<file path="src/rtl/serial_sub16.sv">
// Bit-serial subtractor: out = a - b (mod 2^WIDTH), one bit per cycle, LSB first.
// Define SERIAL_SUB16_FLAGS_EN to add the registered zr/ng/brw result flags.
module serial_sub16 #(
    parameter int unsigned WIDTH = 16
) (
    input  logic             clk,
    input  logic             reset,
    input  logic             start,
    input  logic [WIDTH-1:0] a,
    input  logic [WIDTH-1:0] b,
    output logic [WIDTH-1:0] out,
    output logic             busy,
    output logic             done
`ifdef SERIAL_SUB16_FLAGS_EN
    ,
    output logic             zr,
    output logic             ng,
    output logic             brw
`endif
);

    localparam int unsigned CW = (WIDTH > 1) ? $clog2(WIDTH) : 1;
    localparam logic [CW-1:0] CntLast = CW'(WIDTH - 1);

    typedef enum logic [1:0] {StIdle, StRun, StDone} state_e;

    state_e           state_q, state_d;
    logic [WIDTH-1:0] a_q, a_d;
    logic [WIDTH-1:0] b_q, b_d;
    logic [WIDTH-1:0] sh_q, sh_d;
    logic [WIDTH-1:0] out_q, out_d;
    logic [CW-1:0]    cnt_q, cnt_d;
    logic             borrow_q, borrow_d;
    logic             dbit, borrow_nxt;

`ifdef SERIAL_SUB16_FLAGS_EN
    logic zr_q, zr_d, ng_q, ng_d, brw_q, brw_d;
`endif

    // Operands shift right so bit 0 is always the current bit.
    assign dbit       = a_q[0] ^ b_q[0] ^ borrow_q;
    assign borrow_nxt = (~a_q[0] & b_q[0]) | (~(a_q[0] ^ b_q[0]) & borrow_q);

    always_comb begin
        state_d  = state_q;
        a_d      = a_q;
        b_d      = b_q;
        sh_d     = sh_q;
        out_d    = out_q;
        cnt_d    = cnt_q;
        borrow_d = borrow_q;
`ifdef SERIAL_SUB16_FLAGS_EN
        zr_d     = zr_q;
        ng_d     = ng_q;
        brw_d    = brw_q;
`endif
        unique case (state_q)
            StIdle: begin
                if (start) begin
                    a_d      = a;
                    b_d      = b;
                    borrow_d = 1'b0;
                    cnt_d    = '0;
                    state_d  = StRun;
                end
            end
            StRun: begin
                a_d      = a_q >> 1;
                b_d      = b_q >> 1;
                sh_d     = {dbit, sh_q[WIDTH-1:1]};
                borrow_d = borrow_nxt;
                if (cnt_q == CntLast) begin
                    cnt_d   = '0;
                    state_d = StDone;
                    // Result lands in out on the same edge that enters DONE.
                    out_d   = {dbit, sh_q[WIDTH-1:1]};
`ifdef SERIAL_SUB16_FLAGS_EN
                    zr_d    = ({dbit, sh_q[WIDTH-1:1]} == '0);
                    ng_d    = dbit;
                    brw_d   = borrow_nxt;
`endif
                end else begin
                    cnt_d = cnt_q + 1'b1;
                end
            end
            StDone: begin
                state_d = StIdle;
            end
            default: begin
                state_d = StIdle;
            end
        endcase
    end

    always_ff @(posedge clk) begin
        if (reset) begin
            state_q  <= StIdle;
            a_q      <= '0;
            b_q      <= '0;
            sh_q     <= '0;
            out_q    <= '0;
            cnt_q    <= '0;
            borrow_q <= 1'b0;
`ifdef SERIAL_SUB16_FLAGS_EN
            zr_q     <= 1'b0;
            ng_q     <= 1'b0;
            brw_q    <= 1'b0;
`endif
        end else begin
            state_q  <= state_d;
            a_q      <= a_d;
            b_q      <= b_d;
            sh_q     <= sh_d;
            out_q    <= out_d;
            cnt_q    <= cnt_d;
            borrow_q <= borrow_d;
`ifdef SERIAL_SUB16_FLAGS_EN
            zr_q     <= zr_d;
            ng_q     <= ng_d;
            brw_q    <= brw_d;
`endif
        end
    end

    assign out  = out_q;
    assign busy = (state_q == StRun);
    assign done = (state_q == StDone);

`ifdef SERIAL_SUB16_FLAGS_EN
    assign zr  = zr_q;
    assign ng  = ng_q;
    assign brw = brw_q;
`endif

endmodule

</file>
<file path="config.mk">
export PLATFORM = sky130hd
export DESIGN_NAME = serial_sub16
export DESIGN_NICKNAME = d
export VERILOG_FILES = /design/src/rtl/serial_sub16.sv
export SDC_FILE = /design/constraint.sdc
export NUM_CORES = 1
export LEC_CHECK = 0
export BUFFER_PORTS_ARGS = -buffer_cell sky130_fd_sc_hd__buf_2
export CAP_MARGIN = 20
export CORE_AREA = 2 2 75 77
export CTS_BUF_LIST = sky130_fd_sc_hd__clkbuf_16
export CTS_CLUSTER_DIAMETER = 80
export CTS_CLUSTER_SIZE = 24
export DETAILED_ROUTE_END_ITERATION = 10
export DIE_AREA = 0 0 77 79
export PLACE_DENSITY = 0.88
export RECOVER_POWER = 50
export SETUP_SLACK_MARGIN = 0.5
export SYNTH_ARGS = -nofsm -noshare
export SYNTH_HDL_FRONTEND = slang
export SYNTH_SLANG_ARGS = --single-unit
</file>
<file path="constraint.sdc">
create_clock -name clk -period 2.25 [get_ports clk]
set_clock_uncertainty 0.05 [all_clocks]
set_input_delay 0.225 -clock clk [delete_from_list [all_inputs] [get_ports clk]]
set_output_delay 0.225 -clock clk [all_outputs]
set_load 0.005 [all_outputs]
</file>
-- After elaboration in Yosys (flattened, before gate mapping)
Cells that the tools add are included.
- flip-flop bits (word level): 71
- bits of input ports: 35
- output and inout port bits: 18
- word-level logic and storage cells: 37
- add/subtract/negate cells: 1
- equality and inequality tests: 5
- multiplexer cells: 12
- bitwise gates (word level): 7
- reductions and logical operators: 5
- operators by type and width (kind ; number):
    16-bit case mux with 2 select lines ; 2
    16-bit 2-to-1 mux ; 2
    4-bit 2-to-1 mux ; 2
    4-bit case mux with 2 select lines ; 1
    2-bit AND reduction ; 3
    4-bit by 1-bit adder with 4-bit output, second input constant ; 1
    4-bit == test, second input constant ; 1
    2-bit 2-to-1 mux ; 2
    2-bit case mux with 2 select lines ; 1
    1-bit AND ; 2
    2-bit by 1-bit == test with 1-bit output, second input constant ; 1
    2-bit == test, second input constant ; 1
    2-bit zero test ; 1
    2-bit by 1-bit != test with 1-bit output, second input constant ; 1
    2-bit != test, second input constant ; 1
    1-bit inverter ; 2
    1-bit case mux with 2 select lines ; 1
    2-bit nonzero test ; 1
    1-bit bitwise XOR ; 2
    1-bit 2-to-1 mux ; 1
    1-bit bitwise OR ; 1

-- Depth between registers and ports, before layout
Gate-level depths: netlist of run 1.
- word-level depth: 5
- gate-level depth with buffers: 6
- mapped depth without buffers: 4

-- Worst setup path before layout of run 1
No wires, ideal clock.
- kind: register to register
- start point: reg cnt_q[0]
- end point: reg out_q[15], in the netlist out[15]
- setup time: 0.121 ns
- data arrival time: 1.314 ns
- slack: 0.766 ns
- stages on the path, launching flop included: 6
- clock period less this slack: 1.484 ns
- path through: dfxtp_1 ha_1 nor2b_1 and4_1 buf_4 mux2_2
- longest elaborated chain between the ends: 2
- ends and longest elaborated chain (item ; line ; RTL):
    from (decl) ; 32 ; logic [CW-1:0] cnt_q, cnt_d;
    from (signal assigned) ; 115 ; cnt_q <= cnt_d;
    4-bit == test ; 72 ; if (cnt_q == CntLast) begin
    2-bit AND reduction (no line) ; n/a ;
    to (signal assigned) ; 114 ; out_q <= out_d;
    to (decl) ; 31 ; logic [WIDTH-1:0] out_q, out_d;
No other way between the ends.
A chain may end at the register's enable or synchronous reset.

-- Worst setup path after layout of run 1
- start point: reg cnt_q[0]
- end point: reg out_q[5], in the netlist out[5]
Same word-level chain as after synthesis.

==> results of run 1 <==
-- per-layer routing --
layer	wire length, microns	part of all wire (%)
met3	235	4.3
met5	0	0
met2	2645	48
met1	2483	45
met4	112	2.0
-- power by group --
| group | switching [mW] | total [mW] | internal (mW) | leakage [nW] |
|---|---|---|---|---|
| logic | 0.113 | 0.217 | 0.104 | 0.742 |
| clock network | 0.456 | 1.17 | 0.715 | 0.134 |
| registers | 0.0340 | 1.32 | 1.29 | 0.570 |
-- kinds of logic after synthesis --
group | share of synthesized area (%)
simple gates | 15.10
buf+inv | 5.755
flops | 46.71
compound gates | 15.97
fa+ha+maj | 1.084
mux | 15.39
-- sequential cells by signal (all words and copies together), names as in the netlist --
register / count
borrow_q: 1
cnt_q: 4
sh_q: 15
state_q: 2
a_q: 16
out: 16
b_q: 16
-- layout make-up --
type	count	area [sq um]
inverter	2	10.01
clock buffer	9	225.2
tap	72	90.09
timing repair buffer	57	311.5
sequential	70	1401
multi-input combinational	188	1424
fill	464	1852
clock inverter	6	23.77
-- worst min-delay path, delay by kind of cell --
kind	cells	cell delay, ns
AOI/OAI and AO/OA	1	0.10
buffers and inverters	1	0.08
muxes	1	0.05
-- cell usage in the layout, fill, tap and decap left out, types with 2 or more instances in the layout --
cell,synthesis,final
mux2i_1,45,45
clkinv_1,1,2
dfxtp_1,70,70
a22o_1,2,2
o22ai_1,2,2
buf_2,6,50
o2bb2ai_2,10,9
o2bb2ai_1,20,21
nor2b_1,7,6
clkbuf_16,0,9
clkbuf_1,5,2
nor2_1,2,2
nand2_1,32,32
nand3b_1,2,2
buf_4,2,3
inv_1,1,4
a21oi_1,18,18
nand2b_1,30,30
-- how the worst max path moves through the flow --
| stage | startpoint | to | slack, ns |
|---|---|---|---|
| floorplan | cnt_q[0] | out[15] | 0.77 |
| global placement | state_q[1] | busy | 0.51 |
| detailed placement | state_q[1] | busy | 0.46 |
| CTS | state_q[1] | busy | 0.48 |
| global route | cnt_q[0] | out[14] | 0.40 |
| finish | cnt_q[0] | out[5] | 0.53 |
-- per-stage QoR --
step	setup WS (ns)	instance area, sq um	power [mW]
detailed placement	0.4563	3238	1.567
global placement	0.5135	3238	1.557
CTS	0.4765	3497	2.742
global route	0.4015	3486	2.812
floorplan	0.7657	3000	1.515
finish	0.5260	3486	2.713
==> impl_results.md, run 1 <==
- Pre-antenna DRT Iters: 5
- Post-synth EDFFs: 0
- Post-route DRC: 0
- Die H: between 70 and 80 microns
- Clk sinks: 70
- Final core occ: 65.31%
- Global route overflow: 0
- Top cell family by delay on the critical path: simple AND/OR/NAND/NOR gates
- Leak: about 1.4 nW
- Crit path kind: register to register
- Worst Path Arrival: between 1.5 and 2 ns
- Detailed Place HPWL: 3649 microns
- Synthesized net count: between 300 and 400
- DRT iter0 DRCs: between 100 and 150
- Hold Crit Class: input port to register
- Initial antenna violation count: 0
- Critical R2R Launch: cnt_q[0]
- Hold Slack: 0.1217 ns
- Core region area: about 0.0053 sq mm
- Max-cap viol count: 0
- Pwr dens: 778.2 mW/mm^2
- Worst-Margin Slew: approximately 0.42 ns
- Grt met1 use: a little under a quarter
- H-tree depth: 3
- Routability cong.: 0.6991
- Ys Warns: 0
- Hold path depth: 3
- IO Port Bufs: 52
- Setup_tns: 0 ns
- Buf/Inv on CP: 1
- Slew Viols, Final: 0
- Critical path depth in cells: 5
- Share of layout cells above drive strength 1: a little under a quarter
- Slowest CP cell: dfxtp_1
- Global-route wire length before repair: 9170 microns
- DIE AREA: a little over 0.006 sq mm
- Final non-filler cell total: about 400
- Total number of vias: around 2200
- Clock buffer depth: 2
- CTS root buf: clkbuf_16
- Final Cycle Share: 76.62%
- CP max FO: 14
- Final critical-path required period: between 1.5 and 2 ns
- Avg Inst Size Synth: 10.64 sq um
- Share of async-settable or async-resettable flops after synthesis: 0%
- Total CTS buffers: 9
- Reg-to-reg slack, setup: around 0.53 ns
- Worst-skew pair later-pin latency: about 0.32 ns
- Area grow syn2layout: 16.18%
- Register-to-Register Path Depth: 5
- Hold_sp: a[11]
- FMAX: between 500 and 600 MHz
- M3 GR Usage: 4.545%
- Slew margin rel.: a little over 70%
- Peak VDD IR: approximately 0.00052 V
- Count leader, synth: dfxtp_1
- Dpl cells: 389
- Postcts setup bufs: 0
- Crit end category: register
- Status: completed
- Fin. Hold Viols: 0
- Vias in the first global route: roughly 2100
- Endpoints failing setup: 0
- WP data required: around 2.4 ns
- Cell taking the most area after synthesis: dfxtp_1
- Hold-fix buffers at CTS: 0
- TritonCTS clock tree: done
- Crit-path cells: ha_1 > nor2b_1 > and4_1 > buf_6 > mux2i_1
- Initial Utilization: between 50% and 60%
- Prevailing post-synth register cell: dfxtp_1
- DIE WIDTH: about 77 microns
- Post-route ant nets: 0
- Sequential cell area fraction in the yosys report: 46.71%
- Synth area leaders: dfxtp_1 47%, mux2i_1 15%, nand2b_1 6.3%
- Post-CTS resize count: 3
- Row count: 27
- Clk pin slew, worst setup/hold paths: about 0.050 ns
- Cell variety after synth: 36
- GR Util met2: 31.84%
- Vias per cell: 5.379
- RSZ-0062 raised after global routing: true
- Final net count: around 370
- R2r endpoint: out[5]
- Drt total wl: 5478 microns
- Synth Instances: about 280
- Post-synth top area share: a little under half
- WHS Endpoint: a_q[11]
- Routed len/inst: about 14 microns
- Crit path launch type: register
- Largest stage delay, worst path: roughly 0.37 ns
- I/O pins: 53
- Synth cell count leaders: 70 x dfxtp_1, 45 x mux2i_1, 32 x nand2_1
- Post-Syn Area: 0.003000 sq mm
- Largest net degree at the start of global routing: 34
- GRT busiest layer: met2
- Total GRT Usage: a little under a fifth
- Synth Register Bits: 70
- Antenna cells: 0
(Power assumes the default switching activity.)
==> inputs of run 2 (changes only) <==
- CORE_AREA: 2 2 75 77 -> 2 2 81 83
- DIE_AREA: 0 0 77 79 -> 0 0 83 85
- PLACE_DENSITY: 0.88 -> 0.81
- clock period: 2.25 -> 1.5 ns (I/O delays scaled with it)
==> run 2 against run 1 <==
Clock-buffer cell count is 1 higher. Routed wire length rose by 58%. Worst hold slack lost 0.084 ns. Register-to-register slack worse by 0.47 ns. Clock power increased by 85%. Combinational power rose to 3.4 times the previous value. Power rose by 81%. Flip-flop and latch count did not move. Critical path depth is 1 lower. Worst setup slack got worse by 0.47 ns. Global-route usage increased by 4.9 points. Maximum frequency rose by 19%. Critical endpoint is now out[15]. Largest cell class unchanged.
==> impl_results.md, run 2 (synthesized netlist as in run 1, its figures left out) <==
- Status: completed
- Largest stage delay, worst path: 0.58 ns
- Global route overflow: 0
- Leak: 1.819 nW
- Peak VDD IR: between 0.001 and 0.0015 V
- Global-route wire length before repair: about 13000 microns
- Row count: 29
- Top cell family by delay on the critical path: adder cells
- Post-placement cell area: between 0.003 and 0.004 sq mm
- Core region area: roughly 0.0062 sq mm
- Pre-antenna DRT Iters: 4
- IO Port Bufs: 52
- CTS root buf: clkbuf_16
- RSZ-0062 raised after global routing: true
- Detailed Place HPWL: 3784 microns
- Vias in the first global route: around 2600
- DRT iter0 DRCs: approximately 110
- H-tree depth: 3
- FMAX: 693.2 MHz
- Final critical-path required period: between 1 and 1.5 ns
- Most common cell after layout, fill and taps aside: dfxtp_1
- Final instance area: about 0.0046 sq mm
- Clock buffer depth: 2
- Crit. Startpoint: a_q[0]
- CP max FO: 2
- Worst-Margin Slew: between 0.3 and 0.4 ns
- Register-to-Register Path Depth: 4
- Slew margin rel.: just under 80%
- Fin. Hold Viols: 0
- Worst Path Arrival: approximately 1.6 ns
- Max-cap viol count: 0
- Slowest CP cell: fa_1
- Hold path depth: 3
- Setup ws final: about 0.057 ns
- Pre-CTS WS: a little over 0.06 ns
- Reg-to-reg slack, setup: 0.06 ns
- WP data required: ~1.7 ns
- Setup_tns: 0 ns
- Crit path kind: register to register
- Crit path launch type: register
- I/O pins: between 50 and 60
- Crit-path cells: inv_2 > fa_1 > nor2_1 > mux2_4
- DIE AREA: 0.007055 sq mm
- Final net count: 410
- Vias per cell: between 5 and 6
- Slew Viols, Final: 0
- Most frequent cells in the layout: 64 x dfxtp_1, 44 x buf_2, 30 x nand2b_1, 26 x nand2_1, 26 x mux2i_1
- Clk pin slew, worst setup/hold paths: ~0.060 ns
- Total CTS buffers: 9
- Post-route ant nets: 0
- Hold Slack: roughly 0.037 ns
- Total number of vias: 2511
- Critical R2R Launch: a_q[0]
- Share of layout cells above drive strength 1: approximately half
- DIE WIDTH: 83 microns
- Buf/Inv on CP: 1
- Initial Utilization: about half
- Routed len/inst: 18.98 microns
- R2r endpoint: out[15]
- TritonCTS clock tree: done
- Hold Crit Class: input port to register
- Drt total wl: 8637 microns
- Post-route DRC: 0
- Worst-skew pair later-pin latency: approximately 0.33 ns
- Endpoints failing setup: 0
- Routability cong.: 0.7106
- Final Cycle Share: a little over nine tenths
- Hold_sp: a[10]
- Largest net degree at the start of global routing: 38
- Antenna cells: 0
- Pwr dens: roughly 1100 mW/mm^2
- Crit end category: register
- Total GRT Usage: 23.89%
- Die H: between 80 and 90 microns
- Overall power: around 5 mW
- Initial antenna violation count: 0
- Area grow syn2layout: 54.46%
- Clk sinks: 70
- WHS Endpoint: a_q[10]
## run 2: stage by stage
| step | util [%] | cells |
|---|---|---|
| finish | 74.69 | 455 |
| global route | 74.69 | 455 |
| CTS | 69.77 | 445 |
| global placement | 54.20 | 400 |
| detailed placement | 54.20 | 400 |
| floorplan | - | 282 |
## run 2: cell type report
cell class                      instances  area (sq um)
Clock inverter                          6         51.30
Timing Repair Buffer                  102          1011
Clock buffer                           10         250.2
Sequential cell                        70          1416
Inverter                                2         20.02
Tap cell                               77         96.34
Multi-Input combinational cell        188          1789
Fill cell                             378          1570
## run 2: power by group
part | switching (mW) | internal, mW
Clock | 0.796 | 1.36
Sequential | 0.0739 | 1.93
Combinational | 0.313 | 0.427
Total | 1.18 | 3.72
## run 2: worst max-delay path by stage
stage / endpoint / cells past startpoint / slack [ns]
after floorplan: out[15] / 5 / 0.13
after global placement: state_q[1] / 5 / 0.11
after detailed placement: out[4] / 5 / 0.06
after CTS: out[13] / 5 / 0.09
after global routing: out[15] / 4 / 0.01
final: out[15] / 4 / 0.06
## run 2: per-layer routing
| metal | wire length (microns) | vias to the layer above | global-route usage, % |
|---|---|---|---|
| li1 | - | 1182 | - |
| met2 | 4578 | 88 | 42.16 |
| met4 | 174 | 0 | 11.03 |
| met3 | 428 | 16 | 7.490 |
| met1 | 3456 | 1225 | 26.34 |
| met5 | 0 | - | 0 |
## run 2: repair_timing
| item | CTS | global route |
|---|---|---|
| gates resized for setup | 66 | 53 |
| hold buffers | 0 | 0 |
| gates cloned | 10 | 1 |
| pin swaps | 36 | 23 |
| buffers inserted | 19 | 9 |
| endpoints found under the setup margin | 69 | 78 |
## run 2: worst min-delay path: cells and delay by family
family          cells  cell delay [ns]
compound gates      1             0.10
buf+inv             1             0.08
mux                 1             0.05
